File: src/rtl/cam_lookup_param.sv
// rtl/cam_lookup_param.sv - parametrised CAM with lookup/insert/replace/delete and registered results
module cam_lookup_param #(
  parameter int WIDTH = 4,
  parameter int DEPTH = 8,
  localparam int ADDR_W = $clog2(DEPTH),
  localparam int CNT_W  = $clog2(DEPTH + 1)
) (
  input  logic              clk,
  input  logic              init,
  input  logic              op_valid,
  input  logic [1:0]        op,
  input  logic [WIDTH-1:0]  key,
  input  logic [WIDTH-1:0]  new_data,
  output logic              result_valid,
  output logic              hit,
  output logic [ADDR_W-1:0] min_addr,
  output logic [ADDR_W-1:0] max_addr,
  output logic [CNT_W-1:0]  match_count,
  output logic              overflow,
  output logic              full,
  output logic              empty
);

  localparam logic [1:0] OP_INSERT  = 2'b01;
  localparam logic [1:0] OP_REPLACE = 2'b10;
  localparam logic [1:0] OP_DELETE  = 2'b11;

  logic [WIDTH-1:0]  data_q [DEPTH];
  logic [DEPTH-1:0]  valid_q;
  logic [DEPTH-1:0]  valid_d;
  logic [DEPTH-1:0]  match;
  logic [ADDR_W-1:0] lo_idx;
  logic [ADDR_W-1:0] hi_idx;
  logic [ADDR_W-1:0] free_idx;
  logic [CNT_W-1:0]  cnt;
  logic              any_match;
  logic              has_free;
  logic              do_insert;
  logic              do_replace;
  logic              do_delete;

  // Match on pre-operation contents; also find the lowest free slot.
  always_comb begin
    match    = '0;
    lo_idx   = '0;
    hi_idx   = '0;
    free_idx = '0;
    cnt      = '0;
    has_free = 1'b0;
    for (int i = 0; i < DEPTH; i++) begin
      match[i] = valid_q[i] && (data_q[i] == key);
    end
    for (int i = DEPTH - 1; i >= 0; i--) begin
      if (match[i]) lo_idx = ADDR_W'(i);
      if (!valid_q[i]) begin
        free_idx = ADDR_W'(i);
        has_free = 1'b1;
      end
    end
    for (int i = 0; i < DEPTH; i++) begin
      if (match[i]) hi_idx = ADDR_W'(i);
      cnt = cnt + CNT_W'(match[i]);
    end
  end

  assign any_match  = |match;
  assign do_insert  = op_valid && (op == OP_INSERT) && !any_match && has_free;
  assign do_replace = op_valid && (op == OP_REPLACE);
  assign do_delete  = op_valid && (op == OP_DELETE);

  always_comb begin
    valid_d = valid_q;
    if (do_delete) begin
      valid_d = valid_q & ~match;
    end else if (do_insert) begin
      valid_d[free_idx] = 1'b1;
    end
  end

  always_ff @(posedge clk) begin
    if (init) begin
      valid_q      <= '0;
      result_valid <= 1'b0;
      hit          <= 1'b0;
      min_addr     <= '0;
      max_addr     <= '0;
      match_count  <= '0;
      overflow     <= 1'b0;
      full         <= 1'b0;
      empty        <= 1'b1;
    end else begin
      valid_q      <= valid_d;
      full         <= &valid_d;
      empty        <= ~|valid_d;
      result_valid <= op_valid;
      overflow     <= 1'b0;
      if (op_valid) begin
        hit         <= any_match;
        min_addr    <= lo_idx;
        max_addr    <= hi_idx;
        match_count <= cnt;
        // An insert miss reports the slot it allocated, or overflow when none is free.
        if (op == OP_INSERT && !any_match) begin
          if (has_free) begin
            min_addr <= free_idx;
            max_addr <= free_idx;
          end else begin
            overflow <= 1'b1;
          end
        end
      end
    end
  end

  always_ff @(posedge clk) begin
    if (!init) begin
      if (do_insert) begin
        data_q[free_idx] <= key;
      end else if (do_replace) begin
        for (int i = 0; i < DEPTH; i++) begin
          if (match[i]) data_q[i] <= new_data;
        end
      end
    end
  end

endmodule

File: config.mk
export PLATFORM = sky130hd
export DESIGN_NAME = cam_lookup_param
export DESIGN_NICKNAME = d
export VERILOG_FILES = /design/src/rtl/cam_lookup_param.sv
export SDC_FILE = /design/constraint.sdc
export NUM_CORES = 1
export LEC_CHECK = 0
export ABC_CLOCK_PERIOD_IN_PS = 4700
export BUFFER_PORTS_ARGS = -buffer_cell sky130_fd_sc_hd__buf_2
export CELL_PAD_IN_SITES_DETAIL_PLACEMENT = 1
export CELL_PAD_IN_SITES_GLOBAL_PLACEMENT = 1
export CORE_MARGIN = 1
export CORE_UTILIZATION = 47
export DETAILED_ROUTE_END_ITERATION = 7
export PLACE_DENSITY_LB_ADDON = 0.1
export RECOVER_POWER = 100
export SLEW_MARGIN = 20
export SYNTH_ARGS = -nofsm -noshare
export SYNTH_HDL_FRONTEND = slang
export SYNTH_SLANG_ARGS = --single-unit
File: constraint.sdc
create_clock -name clk -period 4.7 [get_ports clk]
set_input_delay 0.47 -clock clk [delete_from_list [all_inputs] [get_ports clk]]
set_output_delay 0.47 -clock clk [all_outputs]
set_load 0.03 [all_outputs]
==> impl_metrics.ini, run 1 <==
[synthesis]
seq_area_frac_synth = 0.4343
syn_nets = 331
synthMuxAreaShare = 0.1162
synth_top_family_by_area = simple AND/OR/NAND/NOR gates
synthArstFlopShare = 0
yosys.area_share.xor_xnor = 0.08830
netlist.area_leader.share = 0.2936
syn_inst = 310
synth.area.top_cells = edfxtp_1, dfxtp_1, mux2_2, xor2_1, nand2_1
synth_seq_cells = 55
syn_area_per_cell_um2 = 10.56
yosys.area_share.simple = 0.1816
synth-compound-area-share = 0.09289
synth-adder-area-share = 0.03976
synthFlopType = edfxtp_1
yosys.area.top_type = edfxtp_1
yosysUniqueCellTypes = 57
synth_edf_count = 32
synthesis.area_um2 = 3273
ys_warn_count = 0

[clock_network]
cts.clk_slew.worst_paths_ns = 0.10
hold_buffers = 0
cts_tree = yes
htreeDepth = 2
clock_latency_ns = 0.33
cts_resized = 0
cts_made_buffers = 5
cts_setup_buffers = 0
cts_sinks = 55
clockBufferDepth = 2
cts_root_buf = clkbuf_8

[route]
initialDrtViolationCount = 106
routedWlPerCell_um = 19.77
vias = 2420
first_pass_iters = 4
drt_wl_total_um = 8145
routed_via_density = 5.874
remaining_drc_errors = 0
ant_nets = 0

[final_layout]
syn_to_final_growth_pct = 6.651
final_cells = 412
layout_common_cells = mux2_2, edfxtp_1, nand2_1, xor2_1, dfxtp_1
drive_gt1_frac = 0.1807
post-route-util = 0.5167
nNetsFinal = 352
n_fill_cell = 779
antennaDiodeCount = 0

[global_route]
antenna_found_initial = 0
overflow = 0
grt_pass1_vias = 2557
grt.met2_usage = 0.4153
grt_max_degree = 24
grtUsageMet1 = 0.3131
grt_usage = 0.2399
grtUsageMet3 = 0.03210
grt_pass1_wl_um = 13360
top_usage_layer = met2

[worst_setup_path]
worst-r2r-cell-count = 10
endpoint_kind = flip-flop
critPathTopFamily = simple AND/OR/NAND/NOR gates
reg2reg_from = data_q[0][3]
cpMaxStageDelayCell = nor3b_1
regToRegSetupSlack_ns = 0.74
r2r-end = data_q[3][1]
crit_fanout = 16
start_kind = input pin
cp_slowest_stage_delay_ns = 0.62
crit_chain = buf_2 -> xor2_1 -> nor4_1 -> buf_4 -> nand2_1 -> ha_1 -> nor3b_1 -> nand2_1 -> nor3b_1 -> nand3_1 -> o21ai_0
critPathLaunch = key[0]
worst-path-buf-inv = 2
critical_path_class = input pin to flip-flop
crit_arrival_ns = 4.02
required_ns = 4.67

[timing]
worst_pin_slew_ns = 1.043
hold_violations = 0
worst_slack_ns = 0.6489
min_period_over_period = 0.8619
final-max-slew-violation-count = 0
maxSlewHeadroom = 0.3032
finalClockSkew_ns = 0.009007
setup_viol = 0
min_period_ns = 4.051
fmax_ghz = 0.2468
rsz0062_at_grt = no
tns_ns = 0

[pwr]
report.power.total_w = 0.0009324
switching_share = 0.2440
p_comb_frac = 0.093
clockPowerShare = 0.352
pwr_density_cell_nw_per_um2 = 267.1
p_seq_frac = 0.555
peakVddDrop_uv = 125.3
p_int_w = 0.0007049
p_sw_w = 0.0002275
power.leakage_nw = 1.256

[placement]
pre_cts_ws_ns = 0.4262
port_buffers = 27
place.gp.congestion = 0.8905
dp.cells = 404
dp_hpwl_um = 6107

[floorplan]
die_h_um = 85.45
die_x_um = 85.45
initial_utilization = 0.4844
dieArea_um2 = 7302
coreArea_um2 = 6756
rows = 30
io_pins = 28

[worst_hold_path]
worstHoldPathType = input pin to flip-flop
holdPathEnd = overflow
hold_depth = 3
hp-start = op[0]

[status]
outcome = complete, no violations

[job]
max-cap-violations = 0
==> power by group through the flow <==
stage | clock [W] | sequential (W) | combinational [W]
3_5_place_dp | 0 | 0.000528 | 0.0000894
6_report | 0.000328 | 0.000517 | 0.0000870
5_1_grt | 0.000348 | 0.000518 | 0.0000950
2_1_floorplan | 0 | 0.000536 | 0.0000555
3_3_place_gp | 0 | 0.000528 | 0.0000876
4_1_cts | 0.000329 | 0.000517 | 0.0000901
==> cells in the mapped netlist, drive strengths merged, types with 4 or more instances <==
cell    count
a21oi       7
buf         8
nor4       11
nand4       6
nand2      29
clkbuf      9
nor2       17
mux2       32
and2        6
edfxtp     32
nor2b       6
ha          4
xnor2       6
dfxtp      23
inv        16
xor2       27
nand2b      6
o21ai      16
and4        4
nand3       6
fa          4
==> metrics by stage <==
stage,hold slack [ns],instance area (um^2)
after CTS,0.4822,3560
after global placement,0.4554,3447
after detailed placement,0.4712,3447
after floorplan,0.5938,3273
after global routing,0.4824,3491
final,0.4626,3491
==> cell type report <==
cell class | instances | area [um^2] | share of cell area
timing repair buffer | 31 | 141.4 | 0.04050
clock inverter | 3 | 43.79 | 0.01254
multi-input combinational | 222 | 1653 | 0.4735
inverter | 16 | 62.56 | 0.01792
tap | 80 | 100.1 | 0.02867
sequential | 55 | 1421 | 0.4072
clock buffer | 5 | 68.82 | 0.01971
==> cells by family (layout without fill, tap and decap cells) <==
| family | after synthesis | count (layout) |
|---|---|---|
| compound gates | 44 | 44 |
| xor+xnor | 33 | 33 |
| fa+ha+maj | 8 | 8 |
| buf+inv | 33 | 55 |
| flops | 55 | 55 |
| mux | 34 | 34 |
| simple gates | 103 | 103 |
==> worst max-delay path by stage <==
stage                           endpoint  slack [ns]  cells past startpoint
after global routing        data_q[4][3]        0.31                     11
after global placement    match_count[2]        0.65                     15
after floorplan           match_count[2]        0.65                     15
after detailed placement  match_count[2]        0.43                     15
final                       data_q[3][1]        0.65                     11
after CTS                 match_count[2]        0.77                     15
==> sequential cells by signal, summed over array words and instances, names as in the netlist <==
signal	count
data_q	32
match_count	4
overflow	1
full	1
max_addr	3
hit	1
empty	1
min_addr	3
result_valid	1
valid_q	8
==> per-layer routing <==
layer | share of wire | wire [um]
met4 | 0.018 | 143
met1 | 0.45 | 3680
met3 | 0.037 | 300
met2 | 0.49 | 4020
met5 | 0 | 0
==> worst reg2reg max path: cells and delay by family, from the launching register on <==
kind | cells | cell delay, ns
adder cells (fa/ha/maj) | 1 | 0.21
buffers and inverters | 1 | 0.12
AO/OA/AOI/OAI | 1 | 0.55
XOR/XNOR | 1 | 0.18
AND/OR/NAND/NOR | 6 | 2.13
flip-flops | 1 | 0.42
No activity file was read; power rests on OpenSTA's default activity.
==> inputs of run 2 (changes only) <==
- BUFFER_PORTS_ARGS: -buffer_cell sky130_fd_sc_hd__buf_2 -> -buffer_cell sky130_fd_sc_hd__clkbuf_2
==> impl_metrics.ini, run 2 (synthesis gave the netlist of run 1 again) <==
[worst_setup_path]
worst-r2r-cell-count = 14
endpoint_kind = flip-flop
crit_path_frequent_cell = fa_1
cpMaxStageDelayCell = fa_1
crit_arrival_ns = 4.31
worst-path-buf-inv = 4
start_kind = input pin
critPathTopFamily = adder cells
crit_chain = clkbuf_2 -> xor2_1 -> nor4_1 -> and2_0 -> inv_1 -> fa_1 -> fa_1 -> inv_1 -> fa_1 -> ha_1 -> inv_1 -> fa_1 -> xnor2_1 -> mux2i_1 -> nor2_1
regToRegSetupSlack_ns = 0.64
reg2reg_from = data_q[3][1]
r2r-end = match_count[2]
critical_path_class = input pin to flip-flop
crit_fanout = 13
cp_slowest_stage_delay_ns = 0.49
required_ns = 4.89

[timing]
worst_pin_slew_ns = 1.095
final-max-slew-violation-count = 0
rsz0062_at_grt = no
setup_viol = 0
fmax_ghz = 0.2426
min_period_ns = 4.122
tns_ns = 0
min_period_over_period = 0.8771
hold_violations = 0
hold_ws_ns = 0.4452
maxSlewHeadroom = 0.2686
finalClockSkew_ns = 0.01223

[clock_network]
clock_latency_ns = 0.32
cts_tree = yes
hold_buffers = 0
cts_root_buf = clkbuf_8
clockBufferDepth = 2
cts_setup_buffers = 0
cts_resized = 0
cts.clk_slew.worst_paths_ns = 0.11
cts_sinks = 55
cts_made_buffers = 5
htreeDepth = 2

[placement]
port_buffers = 27
place.gp.congestion = 0.8943
placed_cell_area_um2 = 3470
dp_hpwl_um = 6209

[final_layout]
syn_to_final_growth_pct = 7.875
largest_reg_flops = 32
n_fill_cell = 796
final_common_cell = edfxtp_1
regMostFlops = data_q
nNetsFinal = 355
final-seq-area_um2 = 1421
fin_area_um2 = 3531
antennaDiodeCount = 0
layout_common_cells = edfxtp_1, mux2_2, nand2_1, xor2_1, dfxtp_1
multi_input_area_um2 = 1670
drive_gt1_frac = 0.1821
top_regs = data_q: 32 flops, valid_q: 8 flops, match_count: 4 flops

[route]
ant_nets = 0
first_pass_iters = 4
remaining_drc_errors = 0
initialDrtViolationCount = 101
routed_via_density = 5.757
drt_wl_total_um = 8051
routedWlPerCell_um = 19.40
vias = 2389

[floorplan]
rows = 30
initial_utilization = 0.4844
io_pins = 28
dieArea_um2 = 7302
die_x_um = 85.45
die_h_um = 85.45
coreArea_um2 = 6756

[global_route]
grtUsageMet3 = 0.02724
grt.met2_usage = 0.3927
grtUsageMet1 = 0.3093
top_usage_layer = met2
antenna_found_initial = 0
overflow = 0
grt_usage = 0.2303
grt_max_degree = 24
grt_pass1_vias = 2439
grt_pass1_wl_um = 12830

[worst_hold_path]
worstHoldPathType = input pin to flip-flop
hold_depth = 3
hp-start = op[0]
holdPathEnd = overflow

[status]
outcome = complete, no violations

[pwr]
power.leakage_nw = 1.281
pwr_density_cell_nw_per_um2 = 265.1
peakVddDrop_uv = 106.2

[job]
max-cap-violations = 0
==> run 2: cell count changes in the layout (fill, tap and decap cells not counted), sizes merged <==
cell,delta
clkinv,-1
inv,+1
clkbuf,+12
buf,-9
==> run 2: per-layer routing <==
layer,wire length [um],vias to the layer above,share of wire
met5,0,-,0
met1,3938,1187,0.49
met4,118,0,0.015
met2,3852,28,0.48
met3,142,12,0.018
li1,-,1162,-
==> run 2: worst register-to-register path: stages (launching register included) <==
cell and delay, ns:
edfxtp_1 0.40, xor2_1 0.15, nor4_1 0.45, and2_0 0.38, inv_1 0.14, fa_1 0.47, fa_1 0.49, inv_1 0.05
fa_1 0.48, ha_1 0.16, inv_1 0.06, fa_1 0.37, xnor2_1 0.14, mux2i_1 0.13, nor2_1 0.05
==> run 2: power breakdown <==
| group | switching (W) | internal, W |
|---|---|---|
| clock | 0.000168 | 0.000162 |
| sequential | 0.00000353 | 0.000514 |
| combinational | 0.0000560 | 0.0000329 |
==> run 2: layout make-up <==
type                       count  area share
inverter                      16     0.01772
timing repair buffer          34     0.04536
multi-input combinational    222      0.4731
clock buffer                   5     0.01949
sequential                    55      0.4026
tap                           80     0.02835
clock inverter                 3     0.01347
==> run 2: how the worst max path moves through the flow <==
stage                       from  slack (ns)              to  cells after the start
after detailed placement  key[1]        0.36  match_count[2]                     15
after CTS                 key[1]        0.73  match_count[2]                     15
after global routing      key[1]        0.32  match_count[2]                     15
final                     key[1]        0.58  match_count[2]                     15
after global placement    key[1]        0.64  match_count[2]                     15
after floorplan           key[0]        0.65  match_count[2]                     15
==> run 2: metrics by stage <==
stage	setup WS, ns	instances	power (W)	utilization
final	0.5779	415	0.0009362	0.5226
after global routing	0.3202	415	0.0009693	0.5226
after CTS	0.7321	415	0.0009446	0.5307
after detailed placement	0.3627	407	0.0006199	0.5135
after global placement	0.6375	407	0.0006177	0.5135
after floorplan	0.6534	310	0.0005910	-
